`src/rtl/debouncer_multi.sv`:
```
// Multi-channel button conditioner: per-channel two-flop synchroniser, stability
// counter, debounced level, press/release pulses and long-press / auto-repeat pulses.
module debouncer_multi #(
    parameter int N_CH            = 4,
    parameter int DEBOUNCE_CYCLES = 65535,
    parameter int HOLD_CYCLES     = 50000000,
    parameter int REPEAT_CYCLES   = 0,
    parameter int ACTIVE_LOW      = 0
) (
    input  logic            i_clk,
    input  logic            i_rst,
    input  logic [N_CH-1:0] i_buttons,
    output logic [N_CH-1:0] o_state,
    output logic [N_CH-1:0] o_press,
    output logic [N_CH-1:0] o_release,
    output logic [N_CH-1:0] o_hold,
    output logic            o_any_press
);
    localparam int DW   = $clog2(DEBOUNCE_CYCLES + 1);
    localparam int HMAX = (HOLD_CYCLES > REPEAT_CYCLES) ? HOLD_CYCLES : REPEAT_CYCLES;
    localparam int HW   = $clog2(HMAX + 1);
    localparam logic [DW-1:0] DEB_LAST  = DW'(DEBOUNCE_CYCLES - 1);
    localparam logic [HW-1:0] HOLD_LAST = HW'(HOLD_CYCLES - 1);
    localparam logic [HW-1:0] REP_LAST  = (REPEAT_CYCLES > 0) ? HW'(REPEAT_CYCLES - 1) : '0;

    typedef enum logic {PH_FIRST, PH_REPEAT} phase_t;

    logic [N_CH-1:0] raw;
    logic [N_CH-1:0] sync1_q, sync2_q;
    logic [N_CH-1:0] state_q, state_d;
    logic [N_CH-1:0] press_q, press_d;
    logic [N_CH-1:0] release_q, release_d;
    logic [N_CH-1:0] hold_q, hold_d;
    logic            any_press_q;
    logic [DW-1:0]   cnt_q  [N_CH];
    logic [DW-1:0]   cnt_d  [N_CH];
    logic [HW-1:0]   hcnt_q [N_CH];
    logic [HW-1:0]   hcnt_d [N_CH];
    phase_t          phase_q[N_CH];
    phase_t          phase_d[N_CH];

    assign raw = (ACTIVE_LOW != 0) ? ~i_buttons : i_buttons;

    always_comb begin
        state_d   = state_q;
        press_d   = '0;
        release_d = '0;
        hold_d    = '0;
        for (int k = 0; k < N_CH; k++) begin
            cnt_d[k]   = cnt_q[k];
            hcnt_d[k]  = hcnt_q[k];
            phase_d[k] = phase_q[k];

            if (sync2_q[k] == state_q[k]) begin
                cnt_d[k] = '0;
            end else if (cnt_q[k] == DEB_LAST) begin
                cnt_d[k]     = '0;
                state_d[k]   = ~state_q[k];
                press_d[k]   = ~state_q[k];
                release_d[k] = state_q[k];
            end else begin
                cnt_d[k] = cnt_q[k] + 1'b1;
            end

            // Keyed on the next level so a release edge suppresses any pulse due that cycle;
            // counting starts only once the high level has been visible for one cycle.
            if (!state_d[k]) begin
                hcnt_d[k]  = '0;
                phase_d[k] = PH_FIRST;
            end else if (state_q[k]) begin
                if (phase_q[k] == PH_FIRST) begin
                    if (hcnt_q[k] == HOLD_LAST) begin
                        hold_d[k]  = 1'b1;
                        hcnt_d[k]  = '0;
                        phase_d[k] = PH_REPEAT;
                    end else begin
                        hcnt_d[k] = hcnt_q[k] + 1'b1;
                    end
                end else if (REPEAT_CYCLES > 0) begin
                    if (hcnt_q[k] == REP_LAST) begin
                        hold_d[k] = 1'b1;
                        hcnt_d[k] = '0;
                    end else begin
                        hcnt_d[k] = hcnt_q[k] + 1'b1;
                    end
                end
            end
        end
    end

    always_ff @(posedge i_clk) begin
        if (i_rst) begin
            sync1_q     <= '0;
            sync2_q     <= '0;
            state_q     <= '0;
            press_q     <= '0;
            release_q   <= '0;
            hold_q      <= '0;
            any_press_q <= 1'b0;
            for (int k = 0; k < N_CH; k++) begin
                cnt_q[k]   <= '0;
                hcnt_q[k]  <= '0;
                phase_q[k] <= PH_FIRST;
            end
        end else begin
            sync1_q     <= raw;
            sync2_q     <= sync1_q;
            state_q     <= state_d;
            press_q     <= press_d;
            release_q   <= release_d;
            hold_q      <= hold_d;
            any_press_q <= |press_d;
            for (int k = 0; k < N_CH; k++) begin
                cnt_q[k]   <= cnt_d[k];
                hcnt_q[k]  <= hcnt_d[k];
                phase_q[k] <= phase_d[k];
            end
        end
    end

    assign o_state     = state_q;
    assign o_press     = press_q;
    assign o_release   = release_q;
    assign o_hold      = hold_q;
    assign o_any_press = any_press_q;
endmodule

```
`config.mk`:
```
export PLATFORM = sky130hd
export DESIGN_NAME = debouncer_multi
export DESIGN_NICKNAME = d
export VERILOG_FILES = /design/src/rtl/debouncer_multi.sv
export SDC_FILE = /design/constraint.sdc
export NUM_CORES = 1
export LEC_CHECK = 0
export ABC_AREA = 1
export CORE_AREA = 2 2 188 98
export CTS_CLUSTER_DIAMETER = 80
export DETAILED_ROUTE_END_ITERATION = 7
export DIE_AREA = 0 0 190 100
export PLACE_DENSITY_LB_ADDON = 0.1
export SLEW_MARGIN = 20
export SYNTH_ARGS = -nofsm -noshare
export SYNTH_HDL_FRONTEND = slang
export SYNTH_SLANG_ARGS = --single-unit
```
`constraint.sdc`:
```
create_clock -name i_clk -period 3.79 [get_ports i_clk]
set_input_delay 0.9475 -clock i_clk [delete_from_list [all_inputs] [get_ports i_clk]]
set_output_delay 0.9475 -clock i_clk [all_outputs]
set_load 0.03 [all_outputs]
```
==> run metrics, run 1 <==
H-tree depth=4; CP max-delay cell=clkdlybuf4s50_1; clock tree from TritonCTS=built; hold_sp=sync1_q[1]; Synthesized Nets=1468; Final setup viols=0; maximum VDD drop=329 uV; cts bufs inserted=17; max-slew violations=0; GP Congestion=0.967; Max FO, Critical Path=7; slew of the pin with the lowest slew margin=0.665 ns; Crit path max-delay family=buffers and inverters; Clock Path Buffers=2; simple-gate portion of the synthesized area=40.5%; mux cell area share after synthesis=0%; FF+latch count, synth=197; HP Class=reg2reg; final WL=22200 um; Async SR Flop Fraction=0%; post-placement cell count=1694; most frequent cells in the layout=329 x nand2_1, 289 x nor2_1, 197 x dfxtp_1; Final Cycle Share=68.7%; critical path class=reg2out; r2r endpoint=hcnt_q[0][20]; fraction of layout cells with a size suffix above 1=7.34%; Core ar.=17600 um2; num ports=23; area grow syn2layout=9.86%; syn avg cell area=6.89 um2; first-pass GRT wire length=37400 um; clk_lat worst skew=0.43 ns; DR WL/cell=12.8 um; clock slew at reported path FFs=0.07 ns; dpl cell area=10400 um2; hold slack=0.404 ns; area of the mapped netlist=9990 um2; GRT Overall Usage=24.4%; Reg area=3940 um2; crit end category=output port; commonest non-fill, non-tap cell in the layout=nand2_1; crit-path max cell delay=0.73 ns; Pre-antenna DRT Iters=5; via-per-instance ratio=5.13; yosys warns=0; final instance area=11000 um2; Max-cap violations=0; die area=19000 um2; n_diodes=0; EDFF count, synth=0; Static Leakage=3.76 nW; worst hold path depth=2; Worst setup SP type=register; Cells after Synth=1450; Hold Crit Endpoint=sync2_q[1]; Detailed Route Iter0 Violations=824; fill count=1620; worst reg2reg path depth=5; Main synth FF type=dfxtp_1; Post-Place Worst Slack=0.780 ns; Final Hold Vio Count=0; area of the multi-input gates=5260 um2; Rel. slew slack=55.4%; vias in the first global route=7557; largest net degree at the start of global routing=26; Final WS setup=1.19 ns; CTS Root Cell=clkbuf_16; # port buffers=22; unrepaired setup endpoints after global routing=no; status=finished, final reports clean; DRT antenna net count=0; DRC Markers=0; initial antenna violation count=0; Post-DP HPWL=16700 um; Chip Width=190 um; number of setup buffers added after CTS=0; clock skew=0.0133 ns; Final nets=1491; setup TNS=0 ns; Post-CTS Resized=0; Synth Area in Compound Gates=3.41%; Overflow after GRT=0; Post-CTS Hold Buffers=0; CP bufs+invs=1; crit path time final=2.60 ns; Critical Path RT=2.84 ns; Fmax=0.384 GHz; pwr dens=351 nW/um2; FF-to-FF setup slack=1.56 ns; Initial Util=56.6%; number of clock sinks=197; Seq/Total Area, Yosys=39.5%; vias=8846; largest family of logic cells by synthesized area=simple AND/OR/NAND/NOR gates; Rows=35; XOR/XNOR Fraction of Synth Area=7.19%; FF-to-FF Start=o_state[0]; die height=100 um; CP cell instances=clkdlybuf4s50_1; non-filler cells, final=1726; synthesized-area fraction occupied by adder cells=1.50%; Yosys cell types=39; critical path arrival=1.66 ns
worst max-delay path by stage:
stage	startpoint	end	slack, ns	cells after the start
detailed placement	i_rst	cnt_q[0][7]	0.78	6
global route	i_rst	cnt_q[0][7]	0.96	6
global placement	i_rst	cnt_q[0][7]	0.86	6
finish	o_state[2]	o_state[2]	1.19	1
CTS	o_state[3]	o_state[3]	1.16	1
floorplan	i_rst	cnt_q[3][14]	1.93	8
synth_stat cells, types with 3 or more instances:
cell | n | area, um2
a21oi_1 | 36 | 180
buf_2 | 11 | 55.1
clkbuf_1 | 4 | 15.0
dfxtp_1 | 197 | 3940
ha_1 | 12 | 150
inv_1 | 168 | 631
inv_2 | 8 | 30.0
nand2_1 | 329 | 1230
nand2_2 | 9 | 56.3
nand3_1 | 117 | 586
nand3_2 | 4 | 40.0
nand3b_1 | 12 | 90.1
nand4_1 | 53 | 332
nor2_1 | 289 | 1080
nor2_2 | 25 | 156
nor2_4 | 15 | 169
nor3_1 | 24 | 120
nor3b_1 | 3 | 22.5
nor4_1 | 4 | 25.0
o21ai_0 | 15 | 75.1
o21bai_1 | 4 | 30.0
or2_2 | 6 | 37.5
xnor2_1 | 23 | 201
xor2_1 | 59 | 517
registers in the layout (all words and copies together), names as in the netlist:
| signal | flops |
|---|---|
| hcnt_q | 104 |
| cnt_q | 64 |
| o_hold | 4 |
| o_press | 4 |
| o_release | 4 |
| o_state | 4 |
| phase_q | 4 |
| sync1_q | 4 |
| sync2_q | 4 |
| o_any_press | 1 |
layer usage:
layer  GRT usage (%)  up-vias  routed length, um  share of wire [%]
met5               0        -                  0                  0
met3            4.48       14               1630                7.3
li1                -     4614                  -                  -
met1            40.2     3946              12300                 56
met4            5.84        0                182               0.82
met2            31.6      272               8050                 36
power breakdown:
part	switching [mW]	internal, mW	total [mW]
sequential	0.00349	2.07	2.08
combinational	0.0174	0.00941	0.0268
clock	0.854	0.898	1.75
total	0.875	2.98	3.85
final cells by class:
cell class                 instances  share of cell area [%]
clock buffer                      19                    4.13
clock inverter                    13                    1.06
inverter                         178                    6.09
multi-input combinational       1055                    47.9
sequential                       197                    35.9
tap                              240                    2.74
timing repair buffer              24                    2.14
kinds of logic after synthesis:
kind of cell / count (synthesis)
AND/OR/NAND/NOR: 898
buffers and inverters: 198
flip-flops: 197
XOR/XNOR: 82
AO/OA/AOI/OAI: 63
adder cells (fa/ha/maj): 12
through the flow:
step                utilization (%)  power (mW)
floorplan                         -        2.14
global placement               59.0        2.15
detailed placement             59.0        2.15
CTS                            62.2        3.90
global route                   62.2        3.99
finish                         62.2        3.85
(Power assumes the default switching activity.)
==> run 2: changes to the inputs <==
==> constraint.sdc (replaced) <==
create_clock -name i_clk -period 2.71 [get_ports i_clk]
set_input_delay 0.6775 -clock i_clk [delete_from_list [all_inputs] [get_ports i_clk]]
set_output_delay 0.6775 -clock i_clk [all_outputs]
set_load 0.03 [all_outputs]
==> run metrics, run 2 (synthesized netlist as in run 1, its figures left out) <==
die area=19000 um2 (unchanged); FF-to-FF Start=o_state[3]; Max FO, Critical Path=6 (-1); CP bufs+invs=1 (unchanged); setup TNS=0 ns (unchanged); vias=9008 (+1.8%); max reg flops=104 (unchanged); die height=100 um (unchanged); r2r endpoint=hcnt_q[3][16]; Final nets=1501 (+0.67%); Fmax=0.432 GHz; Rows=35 (unchanged); Final setup viols=0 (unchanged); Final Hold Vio Count=0 (unchanged); GRT Overall Usage=25.3% (+0.88 points); critical path class=reg2out; status=finished, final reports clean; first-pass GRT wire length=38800 um (+3.9%); Worst Setup EP=o_state[3]; Pre-antenna DRT Iters=5 (unchanged); CP cell instances=clkdlybuf4s50_1; Cell Int Power=4.51 mW (+51%); Net Sw Power=1.20 mW (+37%); DRC Markers=0 (unchanged); worst reg2reg path depth=7 (+2); # port buffers=22 (unchanged); crit-path max cell delay=0.73 ns (about the same); H-tree depth=4 (unchanged); clock slew at reported path FFs=0.07 ns (about the same); pwr dens=514 nW/um2 (+46%); Initial Util=56.6% (unchanged); clock tree from TritonCTS=built; Clock Path Buffers=2 (unchanged); final WL=22900 um (+3.2%); Critical Path RT=2.03 ns (-0.81 ns); FF-to-FF setup slack=0.70 ns (-0.86 ns); HP Class=reg2reg; Overflow after GRT=0 (unchanged); Chip Width=190 um (unchanged); fraction of layout cells with a size suffix above 1=7.82% (+0.49 points); number of clock sinks=197 (unchanged); Post-CTS Hold Buffers=0 (unchanged); clock skew=0.00977 ns (-0.00351 ns); slew of the pin with the lowest slew margin=0.530 ns (-0.134 ns); largest net degree at the start of global routing=21 (-19%); DR WL/cell=13.2 um (+2.6%); Seq pwr share=50.8% (-3.1 points); crit end category=output port; Gate power share=0.7% (about the same); Max-cap violations=0 (unchanged); hold_sp=sync1_q[2]; crit path time final=2.31 ns; n_diodes=0 (unchanged); CP max-delay cell=clkdlybuf4s50_1; biggest regs=hcnt_q x104, cnt_q x64; DRT antenna net count=0 (unchanged); Worst path depth=1 (unchanged); clock network power share=48.4% (+3.0 points); Largest Register=hcnt_q; commonest non-fill, non-tap cell in the layout=nand2_1; Final Cycle Share=85.3%; non-filler cells, final=1736 (+0.58%); num ports=23 (unchanged); most frequent cells in the layout=329 x nand2_1, 289 x nor2_1, 197 x dfxtp_1; sw frac=21.0% (-1.7 points); CTS Root Cell=clkbuf_16; cts bufs inserted=17 (unchanged); Detailed Route Iter0 Violations=836 (+1.5%); Post-CTS Resized=0 (unchanged); post-placement cell count=1704 (+0.59%); Core ar.=17600 um2 (unchanged); via-per-instance ratio=5.19 (+1.2%); vias in the first global route=7857 (+4.0%); unrepaired setup endpoints after global routing=no; area grow syn2layout=11.3%; Worst setup SP type=register; Rel. slew slack=64.5% (+9.1 points); number of setup buffers added after CTS=0 (unchanged); clk_lat worst skew=0.43 ns (about the same); max-slew violations=0 (unchanged); Final Power=5.71 mW (+48%); maximum VDD drop=442 uV (+35%); GP Congestion=0.945 (-2.3%); Post-DP HPWL=16900 um (+1.8%); initial antenna violation count=0 (unchanged); critical path arrival=1.64 ns (-0.02 ns); hold slack=0.408 ns (+0.00461 ns); Crit path max-delay family=buffers and inverters; Static Leakage=3.85 nW (+2.2%); Critical Path Start=o_state[3]
run 2: per-stage QoR:
stage | area, um2 | utilization (%) | setup slack [ns]
6_report | 11100 | 63.0 | 0.397
5_1_grt | 11100 | 63.0 | 0.356
4_1_cts | 11100 | 63.0 | 0.386
3_5_place_dp | 10500 | 59.4 | 0.331
3_3_place_gp | 10500 | 59.4 | 0.390
2_1_floorplan | 9990 | - | 1.12
run 2: per-layer routing:
metal,track usage (%),up-vias,part of all wire (%)
li1,-,4632,-
met1,41.1,4041,54
met2,33.2,317,37
met3,5.35,18,8.3
met4,5.43,0,0.79
met5,0,-,0
run 2: final cells by class:
class / instances / area, um2
fillers: 1607 / 6530
multi-input cells: 1055 / 5260
flip-flops and latches: 197 / 3940
inverters: 178 / 668
clock buffers: 20 / 447
repair buffers: 34 / 310
well taps: 240 / 300
clock inverters: 12 / 193
run 2: how the worst min path moves through the flow:
| stage | to | slack, ns | depth (start not counted) |
|---|---|---|---|
| after floorplan | sync2_q[0] | 0.39 | 2 |
| after global placement | sync2_q[1] | 0.39 | 2 |
| after detailed placement | sync2_q[2] | 0.39 | 2 |
| after CTS | sync2_q[2] | 0.41 | 2 |
| after global routing | sync2_q[2] | 0.43 | 2 |
| final | sync2_q[2] | 0.41 | 2 |
run 2: power by group through the flow:
stage	registers, mW	clock network, mW	logic (mW)
after global placement	2.97	0	0.0411
after CTS	2.90	2.82	0.0423
after floorplan	2.97	0	0.0230
after detailed placement	2.97	0	0.0422
after global routing	2.90	2.96	0.0478
final	2.90	2.77	0.0418
